`src/rtl/pidp10_console_mem_ctl.sv`:
```
// rtl/pidp10_console_mem_ctl.sv - KV10 memory bus arbiter for CPU and console examine/deposit keys
//
// Purpose: shares one memory port between the CPU and the front-panel
// examine/deposit keys, latches console results for the light rows and
// times out non-responding memory (NXM).
//
// Ports:
//   clk, reset                  system clock, synchronous active-high reset
//   examine_this/next,
//   deposit_this/next           debounced console key levels
//   addr_switches/data_switches console switch rows
//   cpu_run                     console keys ignored while set
//   cpu_req/write/addr/wdata    CPU request, held until cpu_ack
//   cpu_ack/nxm/rdata           CPU completion pulse, timeout flag, read data
//   mem_req/write/addr/wdata    memory request toward the memory controller
//   mem_ack/rdata               memory completion pulse and read data
//   disp_addr/disp_data         console light rows
//   disp_mem_data               MEMORY DATA light
//   nxm_err                     sticky console NXM flag
//   busy                        transfer in progress
module pidp10_console_mem_ctl #(
  parameter int ADDR_W  = 18,
  parameter int DATA_W  = 36,
  parameter int TIMEOUT = 255
) (
  input  logic              clk,
  input  logic              reset,
  input  logic              examine_this,
  input  logic              examine_next,
  input  logic              deposit_this,
  input  logic              deposit_next,
  input  logic [ADDR_W-1:0] addr_switches,
  input  logic [DATA_W-1:0] data_switches,
  input  logic              cpu_run,
  input  logic              cpu_req,
  input  logic              cpu_write,
  input  logic [ADDR_W-1:0] cpu_addr,
  input  logic [DATA_W-1:0] cpu_wdata,
  output logic              cpu_ack,
  output logic              cpu_nxm,
  output logic [DATA_W-1:0] cpu_rdata,
  output logic              mem_req,
  output logic              mem_write,
  output logic [ADDR_W-1:0] mem_addr,
  output logic [DATA_W-1:0] mem_wdata,
  input  logic              mem_ack,
  input  logic [DATA_W-1:0] mem_rdata,
  output logic [ADDR_W-1:0] disp_addr,
  output logic [DATA_W-1:0] disp_data,
  output logic              disp_mem_data,
  output logic              nxm_err,
  output logic              busy
);

  typedef enum logic [1:0] {IDLE, CPU_XFER, CON_XFER} state_t;

  state_t             state_q, state_d;
  logic [3:0]         key_prev;
  logic [3:0]         key_edge;
  logic [ADDR_W-1:0]  last_addr, last_addr_d;
  logic [15:0]        tcnt, tcnt_d;
  logic               timed_out;

  logic               cpu_ack_d, cpu_nxm_d, mem_req_d, mem_write_d;
  logic               disp_mem_data_d, nxm_err_d;
  logic [DATA_W-1:0]  cpu_rdata_d, mem_wdata_d, disp_data_d;
  logic [ADDR_W-1:0]  mem_addr_d, disp_addr_d;

  // Bit order gives the key priority: examine_this highest.
  assign key_edge  = {examine_this, examine_next, deposit_this, deposit_next} & ~key_prev;
  assign timed_out = (tcnt == 16'(TIMEOUT));

  always_comb begin
    state_d         = state_q;
    last_addr_d     = last_addr;
    tcnt_d          = tcnt + 16'd1;
    cpu_ack_d       = 1'b0;
    cpu_nxm_d       = cpu_nxm;
    cpu_rdata_d     = cpu_rdata;
    mem_req_d       = mem_req;
    mem_write_d     = mem_write;
    mem_addr_d      = mem_addr;
    mem_wdata_d     = mem_wdata;
    disp_addr_d     = disp_addr;
    disp_data_d     = disp_data;
    disp_mem_data_d = disp_mem_data;
    nxm_err_d       = nxm_err;

    case (state_q)
      IDLE: begin
        tcnt_d = '0;
        // CPU wins; key edges arriving while it is served are simply lost.
        if (cpu_req) begin
          mem_req_d   = 1'b1;
          mem_write_d = cpu_write;
          mem_addr_d  = cpu_addr;
          mem_wdata_d = cpu_wdata;
          state_d     = CPU_XFER;
        end else if (!cpu_run && (key_edge != 4'b0000)) begin
          mem_req_d = 1'b1;
          nxm_err_d = 1'b0;
          state_d   = CON_XFER;
          if (key_edge[3]) begin
            mem_addr_d  = addr_switches;
            mem_write_d = 1'b0;
          end else if (key_edge[2]) begin
            mem_addr_d  = last_addr + {{(ADDR_W-1){1'b0}}, 1'b1};
            mem_write_d = 1'b0;
          end else if (key_edge[1]) begin
            mem_addr_d  = addr_switches;
            mem_write_d = 1'b1;
            mem_wdata_d = data_switches;
          end else begin
            mem_addr_d  = last_addr + {{(ADDR_W-1){1'b0}}, 1'b1};
            mem_write_d = 1'b1;
            mem_wdata_d = data_switches;
          end
        end
      end

      CPU_XFER: begin
        if (mem_ack) begin
          mem_req_d = 1'b0;
          cpu_ack_d = 1'b1;
          cpu_nxm_d = 1'b0;
          if (!mem_write) cpu_rdata_d = mem_rdata;
          state_d   = IDLE;
        end else if (timed_out) begin
          mem_req_d = 1'b0;
          cpu_ack_d = 1'b1;
          cpu_nxm_d = 1'b1;
          state_d   = IDLE;
        end
      end

      CON_XFER: begin
        if (mem_ack) begin
          mem_req_d       = 1'b0;
          last_addr_d     = mem_addr;
          disp_addr_d     = mem_addr;
          disp_data_d     = mem_write ? mem_wdata : mem_rdata;
          disp_mem_data_d = 1'b1;
          state_d         = IDLE;
        end else if (timed_out) begin
          // The lights keep the old data but show the failing address.
          mem_req_d   = 1'b0;
          nxm_err_d   = 1'b1;
          last_addr_d = mem_addr;
          disp_addr_d = mem_addr;
          state_d     = IDLE;
        end
      end

      default: state_d = IDLE;
    endcase

    if (cpu_run) disp_mem_data_d = 1'b0;
  end

  always_ff @(posedge clk) begin
    if (reset) begin
      state_q       <= IDLE;
      key_prev      <= '0;
      last_addr     <= '0;
      tcnt          <= '0;
      cpu_ack       <= 1'b0;
      cpu_nxm       <= 1'b0;
      cpu_rdata     <= '0;
      mem_req       <= 1'b0;
      mem_write     <= 1'b0;
      mem_addr      <= '0;
      mem_wdata     <= '0;
      disp_addr     <= '0;
      disp_data     <= '0;
      disp_mem_data <= 1'b0;
      nxm_err       <= 1'b0;
      busy          <= 1'b0;
    end else begin
      state_q       <= state_d;
      key_prev      <= {examine_this, examine_next, deposit_this, deposit_next};
      last_addr     <= last_addr_d;
      tcnt          <= tcnt_d;
      cpu_ack       <= cpu_ack_d;
      cpu_nxm       <= cpu_nxm_d;
      cpu_rdata     <= cpu_rdata_d;
      mem_req       <= mem_req_d;
      mem_write     <= mem_write_d;
      mem_addr      <= mem_addr_d;
      mem_wdata     <= mem_wdata_d;
      disp_addr     <= disp_addr_d;
      disp_data     <= disp_data_d;
      disp_mem_data <= disp_mem_data_d;
      nxm_err       <= nxm_err_d;
      busy          <= (state_d != IDLE);
    end
  end

endmodule

```
`config.mk`:
```
export PLATFORM = sky130hd
export DESIGN_NAME = pidp10_console_mem_ctl
export DESIGN_NICKNAME = d
export VERILOG_FILES = /design/src/rtl/pidp10_console_mem_ctl.sv
export SDC_FILE = /design/constraint.sdc
export NUM_CORES = 1
export LEC_CHECK = 0
export CAP_MARGIN = 20
export CORE_AREA = 2 2 119 121
export DETAILED_ROUTE_END_ITERATION = 8
export DIE_AREA = 0 0 121 123
export DONT_BUFFER_PORTS = 1
export PLACE_DENSITY = 0.73
export SLEW_MARGIN = 20
export SYNTH_ARGS = -nofsm -noshare
export SYNTH_HDL_FRONTEND = slang
export SYNTH_SLANG_ARGS = --single-unit
```
`constraint.sdc`:
```
create_clock -name clk -period 5.31 [get_ports clk]
set_input_delay 1.593 -clock clk [delete_from_list [all_inputs] [get_ports clk]]
set_output_delay 1.593 -clock clk [all_outputs]
set_load 0.005 [all_outputs]
```
==> results.md, run 1 <==
- In this run the vertical extent of the chip is 123 um.
- The area share of the largest cell type after synthesis is 44.7%.
- The worst-margin pin slew is 1010 ps.
- Wires add up to 20,700 um.
- Clock-pin slew was measured on the worst setup and hold paths at 60 ps.
- The setup slack after layout is 2290 ps.
- The die outline area is 14,900 um2.
- The number of global-route vias before repair was 6,073.
- The sequential element share of the synthesized area is 44.7%.
- The cell area that synthesis handed to floorplanning was 7750 um2.
- The first global-routing pass estimated 31,400 um of wire.
- The post-synth net total is 1,023.
- The power spent charging and discharging nets is 779 uW.
- In this run, post-CTS hold repair placed 0 buffers.
- The number of antenna violations at the first check in global routing came to 0.
- The count of buffers added by post-CTS timing repair for setup is 0.
- Global routing consumed, over all layers together, 26.9% of the routing resources.
- The synthesized design spends more area on one cell type than any other, namely sky130_fd_sc_hd__dfxtp_1.
- The netlist uses 52 different library cells.
- Based on the critical path, the design can be clocked at up to 331 MHz.
- In the routed layout, each cell is associated on average with a via count of 6.12.
- The remaining design rule violation count is 0.
- The average instance in the mapped netlist occupies 8.98 um2.
- No sink is reached through more buffers than the 2 on the longest clock path.
- The ratio of total power to cell area is 364 nW/um2.
- The arrival time at the worst endpoint is 3370 ps.
- The largest net degree at the start of global routing is 146.
- After technology mapping, the gate count stands at 863.
- The proportion of power drawn by flip-flops and latches is 48.3%.
- The leakage power figure is 0.00286 uW.
- The H-tree was split into 4 levels.
- Setup violations remaining at the end of the flow were counted as 0.
- The flow ran to the end, and the final reports show no timing, DRC or antenna violations.
- In the final routed layout, each cell accounts on average for 20.4 um.
- The cell sitting at the root of the clock tree is a sky130_fd_sc_hd__clkbuf_16.
- The top-level port count is 305.
- The clock network accounts for 41.1% of the total power.
- The global-route met1 utilization is 32.8%.
- The kind of cell with the highest combined delay along the critical path is compound AO/OA/AOI/OAI gates.
- Compared with the post-synthesis result, the final layout area differs by 7.10%.
- The critical path's slowest cell is sky130_fd_sc_hd__o21a_4.
- The floorplan step defined a core boundary enclosing 13,600 um2.
- The maximum fanout count along the critical path is 73.
- Between clock sinks in the finished design, the worst skew comes to 7.44 ps.
- Clock latency on the worst-skew pair, taken at its later pin, is 430 ps.
- The type of the tightest min-delay check is reg2reg.
- The total count of hold-check failures in the final report was 0.
- The total overflow left after global routing is 0.
- Of the total power, the share spent switching nets is 25.7%.
- The setup path with the least slack is of type in2reg.
- Counting both buffers and inverters, the worst setup path holds a total of 0.
- Counting I/O delays and the setup requirement, the final critical path takes 3020 ps.
- The final total power is 3030 uW.
- The max-cap violation count is 0.
- By area the synthesized netlist is led by sky130_fd_sc_hd__dfxtp_1 45%, sky130_fd_sc_hd__mux2i_1 9.6%, sky130_fd_sc_hd__nand2_1 6.8%, sky130_fd_sc_hd__nor2_1 5.6%, sky130_fd_sc_hd__a211oi_2 5.3%.
- The internal power of the cells totals 2250 uW.
- For this run, the detailed router's first-pass iteration total came to 5.
- Measured against its own limit, the worst slew margin works out to 32.5%.
- STA classifies the critical path endpoint as a flip-flop.
- The number of max-slew violations in the final report was 0.
- The placer's final routability congestion estimate is 0.861.
- In this run, post-CTS repair resized a total of 0 instances.
- The synthesized design contains 0 enable-type register cells.
- The first-iteration detailed-routing DRC count is 468.
- The synthesized design contains 173 register bits.
- Once the floorplan was initialized, standard cells occupied 57.0% of the core.
- The layer flagged by global routing as most heavily used is met2.
- In this run the core area contains 43 standard-cell rows.
- The required time reported for the critical path endpoint is 5660 ps.
- The number of nets with antenna violations after routing is 0.
- Timing analysis after detailed placement gives a worst setup slack of 1870 ps.
- The number of sinks driven by the clock tree is 173.
- In this run the tool buffered the top-level ports with 0 buffer cells.
- The number of diodes is 0.
- The CTS tree is yes.
- The floorplan step set the die width to 121 um.
- The footprint of the multi-input gates is 3960 um2.
- VDD sags by at most 0.000263 V.
- The worst setup path is launched from a primary input.
- For this run, the number of Yosys warnings is 0.
- The number of buffers added by the clock tree synthesis step is 17.
- The signal on the critical path passes through and2b_1 -> a2111oi_2 -> o21a_4 -> nor2_1 -> a211oi_2.
- The area occupied by registers is 3460 um2.
- The number of fill cells is 1,161.
- The via count of the routed design is 6,223.
- At the end of the flow, the number of nets in the layout was 985.
- Setup repair after global routing left no endpoint under its margin.
- Of all flip-flops after synthesis, the portion carrying an async set or reset was 0%.
- The HPWL after detailed placement is 14,500 um.
- For met2 alone, demand over resource in global routing was 45.2%.
- The largest single stage delay on the critical path is 810 ps.
- The share of power burned in combinational logic is 10.6%.
- For this run, the leading register cell type out of synthesis is sky130_fd_sc_hd__dfxtp_1.
- Setup total negative slack on the finished layout was measured at 0 ps.
- The ratio of cells with drive above 1 in the final layout is 10.2%.
- The met3 routing resource usage after global routing is 7.93%.
- In the finished design, the share of the clock period the worst path needs comes to 56.9%.
[per-stage QoR]
step	instances	hold slack, ps	cell area (um2)	util [%]
after floorplan	863	430	7750	-
after global placement	986	448	7710	56.6
after detailed placement	986	447	7710	56.6
after CTS	1017	462	8300	61.0
after global routing	1017	487	8300	61.0
final	1017	458	8300	61.0
[synthesized netlist by cell type, types with 2 or more instances]
| cell | instances |
|---|---|
| sky130_fd_sc_hd__and4_1 | 4 |
| sky130_fd_sc_hd__buf_2 | 13 |
| sky130_fd_sc_hd__nor4_1 | 2 |
| sky130_fd_sc_hd__ha_1 | 6 |
| sky130_fd_sc_hd__o21ai_0 | 11 |
| sky130_fd_sc_hd__nand2b_4 | 3 |
| sky130_fd_sc_hd__nor4_2 | 3 |
| sky130_fd_sc_hd__a22o_1 | 5 |
| sky130_fd_sc_hd__nand3_1 | 12 |
| sky130_fd_sc_hd__o211ai_1 | 3 |
| sky130_fd_sc_hd__inv_1 | 10 |
| sky130_fd_sc_hd__dfxtp_1 | 173 |
| sky130_fd_sc_hd__a221o_1 | 5 |
| sky130_fd_sc_hd__a21oi_1 | 61 |
| sky130_fd_sc_hd__buf_4 | 6 |
| sky130_fd_sc_hd__o31ai_1 | 2 |
| sky130_fd_sc_hd__a222oi_1 | 2 |
| sky130_fd_sc_hd__nand2b_1 | 2 |
| sky130_fd_sc_hd__nor3_1 | 5 |
| sky130_fd_sc_hd__o21a_1 | 3 |
| sky130_fd_sc_hd__o21ai_1 | 7 |
| sky130_fd_sc_hd__xnor2_1 | 15 |
| sky130_fd_sc_hd__a211oi_2 | 33 |
| sky130_fd_sc_hd__a221oi_1 | 2 |
| sky130_fd_sc_hd__nand2_1 | 141 |
| sky130_fd_sc_hd__nand4_1 | 8 |
| sky130_fd_sc_hd__a31oi_1 | 3 |
| sky130_fd_sc_hd__mux2i_1 | 74 |
| sky130_fd_sc_hd__a211oi_1 | 45 |
| sky130_fd_sc_hd__and3_1 | 7 |
| sky130_fd_sc_hd__nor2b_1 | 7 |
| sky130_fd_sc_hd__or3_1 | 3 |
| sky130_fd_sc_hd__clkbuf_1 | 35 |
| sky130_fd_sc_hd__xor2_1 | 12 |
| sky130_fd_sc_hd__or2_2 | 2 |
| sky130_fd_sc_hd__and2_1 | 2 |
| sky130_fd_sc_hd__buf_6 | 6 |
| sky130_fd_sc_hd__nor2_1 | 116 |
[final cells by class]
cell class | instances | area share (%)
Sequential cell | 173 | 41.7
Clock inverter | 9 | 1.33
Multi-Input combinational cell | 620 | 47.7
Timing Repair Buffer | 3 | 0.271
Clock buffer | 22 | 5.83
Tap cell | 180 | 2.71
Inverter | 10 | 0.452
[registers in the layout (all words and copies together), names as in the netlist]
register / flops
cpu_rdata: 36
disp_data: 36
mem_wdata: 36
last_addr: 18
mem_addr: 18
tcnt: 16
key_prev: 4
state_q: 2
busy: 1
cpu_ack: 1
cpu_nxm: 1
disp_mem_data: 1
mem_req: 1
mem_write: 1
nxm_err: 1
[worst paths after layout]
kind / startpoint / end / slack [ps] / cells after the start
min: tcnt[0] / tcnt[0] / 460 / 1
max reg2reg: state_q[0] / disp_data[17] / 3040 / 6
max: examine_next / mem_wdata[19] / 2290 / 5
min reg2reg: tcnt[0] / tcnt[0] / 460 / 1
[per-layer routing]
metal / vias up / share of wire [%]
li1: 2946 / -
met1: 2902 / 40
met2: 332 / 49
met3: 43 / 9.3
met4: 0 / 2.4
met5: - / 0
[cells by family after synthesis]
kind of cell	count (synthesis)	share of synthesized area, %
XOR/XNOR	27	3.05
AO/OA/AOI/OAI	190	18.9
adder cells (fa/ha/maj)	6	0.968
flip-flops	173	44.7
buffers and inverters	70	4.47
multiplexers	75	9.70
AND/OR/NAND/NOR	322	18.2
[power groups by stage]
stage                     logic [uW]  registers, uW  clock network, uW
after floorplan                  301           1460                  0
after global placement           302           1490                  0
after detailed placement         319           1490                  0
after CTS                        320           1460               1260
after global routing             355           1470               1320
final                            321           1460               1240
[layout by cell type, fill, tap and decap left out, types with 3 or more instances in the layout]
| cell type | instances |
|---|---|
| sky130_fd_sc_hd__a211oi_1 | 45 |
| sky130_fd_sc_hd__a211oi_2 | 33 |
| sky130_fd_sc_hd__a21oi_1 | 61 |
| sky130_fd_sc_hd__a221o_1 | 5 |
| sky130_fd_sc_hd__a22o_1 | 5 |
| sky130_fd_sc_hd__a31oi_1 | 3 |
| sky130_fd_sc_hd__and3_1 | 7 |
| sky130_fd_sc_hd__and4_1 | 4 |
| sky130_fd_sc_hd__buf_4 | 3 |
| sky130_fd_sc_hd__clkbuf_16 | 17 |
| sky130_fd_sc_hd__clkbuf_8 | 4 |
| sky130_fd_sc_hd__clkinvlp_4 | 3 |
| sky130_fd_sc_hd__dfxtp_1 | 172 |
| sky130_fd_sc_hd__ha_1 | 6 |
| sky130_fd_sc_hd__inv_1 | 10 |
| sky130_fd_sc_hd__mux2i_1 | 74 |
| sky130_fd_sc_hd__nand2_1 | 141 |
| sky130_fd_sc_hd__nand2b_4 | 3 |
| sky130_fd_sc_hd__nand3_1 | 12 |
| sky130_fd_sc_hd__nand4_1 | 8 |
| sky130_fd_sc_hd__nor2_1 | 115 |
| sky130_fd_sc_hd__nor2b_1 | 7 |
| sky130_fd_sc_hd__nor3_1 | 5 |
| sky130_fd_sc_hd__nor4_2 | 3 |
| sky130_fd_sc_hd__o211ai_1 | 3 |
| sky130_fd_sc_hd__o21ai_0 | 11 |
| sky130_fd_sc_hd__o21ai_1 | 7 |
| sky130_fd_sc_hd__or3_1 | 3 |
| sky130_fd_sc_hd__xnor2_1 | 15 |
| sky130_fd_sc_hd__xor2_1 | 12 |
Note: power is estimated with default switching activity, not from simulation.
==> run 2: changes to the inputs <==
CORE_AREA = 2 2 120 122   (was 2 2 119 121)
DIE_AREA = 0 0 122 124   (was 0 0 121 123)
PLACE_DENSITY = 0.74   (was 0.73)
clock period = 2.6 ns   (was 5.31 ns; I/O delays follow)
==> run 2 against run 1 <==
Clock power rose by 100%. Design area rose by 1.2%. Non-clock buffer count is 8 higher. Sequential share of layout area shrank 0.50 points. Die area increased by 1.6%. Critical path depth grew 2. Critical path type is now reg2reg.
==> results.md, run 2 (synthesized netlist as in run 1, its figures left out) <==
- The beginning of the worst hold path is reset (was tcnt[0]).
- The total of endpoints with negative setup slack in the final report came to 0 (unchanged).
- The clock slew seen by the registers of the worst setup and hold paths is 70 ps (was 60 ps).
- The total number of nets in the final design is 993 (was 985).
- The accumulated negative setup slack is 0 ps (unchanged).
- The largest buffer count on any clock path is 2 (unchanged).
- The critical path startpoint category is a flip-flop (was primary input).
- The end-of-flow core utilization was 61.3% (was 61.0%).
- The total count of hold-check failures in the final report is 0 (unchanged).
- The number of antenna violations at the first check in global routing is 0 (unchanged).
- The worst setup slack for register-to-register paths is 500 ps (was 3040 ps).
- The worst-margin pin slew is 871 ps (was 1010 ps).
- The width of the die is 122 um (was 121 um).
- The footprint of the multi-input gates is 3960 um2 (unchanged).
- The die outline height was 124 um (was 123 um).
- The depth of the worst register-to-register path came to 7 (was 6).
- The capture endpoint of the worst hold path is last_addr[7] (was tcnt[0]).
- The type of the tightest min-delay check is in2reg (was reg2reg).
- The top-level port count came to 305 (unchanged).
- Result of the run: complete, no violations (unchanged).
- The number of max-slew violations in the final report was 0 (unchanged).
- The number of fill cells came to 1,119 (was 1,161).
- The remaining design rule violation count is 0 (unchanged).
- The largest net degree at the start of global routing is 146 (unchanged).
- The post-detailed-routing wire length is 21,600 um (was 20,700 um).
- The mean number of vias per cell is 6.13 (was 6.12).
- The critical path's slowest cell is sky130_fd_sc_hd__ha_1 (was sky130_fd_sc_hd__o21a_4).
- The type of the worst setup path is reg2reg (was in2reg).
- The die outline area is 15,100 um2 (was 14,900 um2).
- The required time reported for the critical path endpoint came to 2970 ps (was 5660 ps).
- The number of global-route vias before repair came to 5,961 (was 6,073).
- The CTS tree was yes (unchanged).
- The reg-to-reg critical path endpoint is mem_addr[6] (was disp_data[17]).
- The placeable core area was 13,700 um2 (was 13,600 um2).
- The leakage power figure is 0.00290 uW (was 0.00286 uW).
- The hold buffer count at CTS is 0 (unchanged).
- The worst path buffer plus inverter count is 1 (was 0).
- Chain of cells forming the critical path: inv_1 -> ha_1 -> nand2b_1 -> nor2_1 -> nand2_1 -> a211oi_1 -> a221o_1 (was and2b_1 -> a2111oi_2 -> o21a_4 -> nor2_1 -> a211oi_2).
- The number of sinks driven by the clock tree came to 173 (unchanged).
- Leading cell types in the layout, fill and taps excluded: 172 x sky130_fd_sc_hd__dfxtp_1, 141 x sky130_fd_sc_hd__nand2_1, 115 x sky130_fd_sc_hd__nor2_1 (unchanged).
- The launch point of the worst reg-to-reg path is state_q[1] (was state_q[0]).
- The HPWL after detailed placement is 15,400 um (was 14,500 um).
- The final critical-path required period is 2100 ps.
- The number of nets with antenna violations after routing was 0 (unchanged).
- The number of input and output port buffers inserted was 0 (unchanged).
- The worst hold path cell count is 1 (unchanged).
- The area occupied by registers is 3460 um2 (unchanged).
- The clock skew came to 6.45 ps (was 7.44 ps).
- The placed instance area is 7820 um2 (was 7710 um2).
- Setup repair after global routing missed its margin: no (unchanged).
- The ratio of cells with drive above 1 in the final layout is 11.2% (was 10.2%).
- The max-cap violation count is 0 (unchanged).
- The maximum vdd drop was 0.000378 V (was 0.000263 V).
- The placer's final routability congestion estimate came to 0.944 (was 0.861).
- The first-iteration detailed-routing DRC count is 516 (was 468).
- The number of buffers added by the clock tree synthesis step came to 17 (unchanged).
- The layout overhead on the synthesized area is 8.39% (was 7.10%).
- The initial core utilization came to 56.5% (was 57.0%).
- The family with the most delay on the worst path is simple AND/OR/NAND/NOR gates (was compound AO/OA/AOI/OAI gates).
- The combined global-route utilization of all metal layers is 27.5% (was 26.9%).
- The portion of the clock cycle consumed by the worst path in the final layout is 80.6%.
- The maximum fanout count along the critical path is 12 (was 73).
- The via count of the routed design is 6,290 (was 6,223).
- The number of search-and-repair iterations in the first detailed-routing pass came to 5 (unchanged).
- The peak per-stage delay on the critical path is 400 ps (was 810 ps).
- The arrival time at the worst endpoint came to 2460 ps (was 3370 ps).
- The total number of placement rows is 43 (unchanged).
- The cell area after layout is 8400 um2 (was 8300 um2).
- The count of buffers added by post-CTS timing repair for setup is 0 (unchanged).
- The H-tree depth is 4 (unchanged).
- The nature of the critical path endpoint is a flip-flop (unchanged).
- Largest registers ranked by flip-flop count: cpu_rdata x36, disp_data x36, mem_wdata x36 (unchanged).
- The achievable frequency is 477 MHz.
- The CTS root buffer is sky130_fd_sc_hd__clkbuf_16 (unchanged).
- The number of gates resized after CTS is 0 (unchanged).
- The first-pass GRT wire length is 32,000 um (was 31,400 um).
- The ratio of total power to cell area is 735 nW/um2 (was 364 nW/um2).
- The clock insertion delay at the later pin of the skew report was 430 ps (about the same).
- The commonest non-fill, non-tap cell in the layout was sky130_fd_sc_hd__dfxtp_1 (unchanged).
- The detailed-route wire length per cell is 21.0 um (was 20.4 um).
- The number of diodes is 0 (unchanged).
- The leftover overflow at the end of global routing is 0 (unchanged).
- The relative slew slack is 42.0% (was 32.5%).
-- run 2: cell count changes in the layout (fill, tap and decap cells not counted) --
cell	change
sky130_fd_sc_hd__clkinvlp_4	+1
sky130_fd_sc_hd__clkbuf_1	-1
sky130_fd_sc_hd__clkinv_4	+2
sky130_fd_sc_hd__buf_4	+4
sky130_fd_sc_hd__buf_12	+4
sky130_fd_sc_hd__clkinv_2	+2
sky130_fd_sc_hd__clkbuf_8	-3
-- run 2: routing by layer --
metal / up-vias / track usage [%] / share of wire [%] / routed length [um]
li1: 2968 / - / - / -
met1: 2954 / 31.9 / 38 / 8170
met2: 327 / 47.1 / 50 / 10700
met3: 41 / 10.0 / 10 / 2220
met4: 0 / 9.34 / 2.3 / 495
met5: - / 0 / 0 / 0
-- run 2: metrics by stage --
stage,cells,hold WS (ps),setup slack [ps],power [uW]
after floorplan,863,430,511,3590
after global placement,994,444,394,3690
after detailed placement,994,459,374,3730
after CTS,1026,414,589,6200
after global routing,1026,409,302,6430
final,1026,421,505,6180
-- run 2: worst max path at each step --
stage	from	endpoint	depth (start not counted)
6_report	state_q[1]	mem_addr[6]	7
5_1_grt	state_q[1]	mem_addr[14]	7
4_1_cts	state_q[1]	mem_addr[6]	7
3_5_place_dp	examine_next	mem_addr[8]	5
3_3_place_gp	examine_next	mem_wdata[4]	6
2_1_floorplan	examine_next	mem_addr[1]	5
-- run 2: worst reg2reg max path, delay by kind of cell, from the launching register on --
family / cells / cell delay [ps]
AND/OR/NAND/NOR: 3 / 680
AO/OA/AOI/OAI: 2 / 480
adder cells (fa/ha/maj): 1 / 400
flip-flops: 1 / 360
buffers and inverters: 1 / 130
-- run 2: where the power goes --
group | switching (uW) | internal (uW)
logic | 393 | 296
clock network | 1070 | 1440
registers | 176 | 2810
-- run 2: final cells by class --
class / instances / area share, %
repair buffers: 11 / 1.58
inverters: 10 / 0.447
multi-input cells: 620 / 47.1
well taps: 180 / 2.68
clock buffers: 18 / 5.23
flip-flops and latches: 173 / 41.2
clock inverters: 14 / 1.73
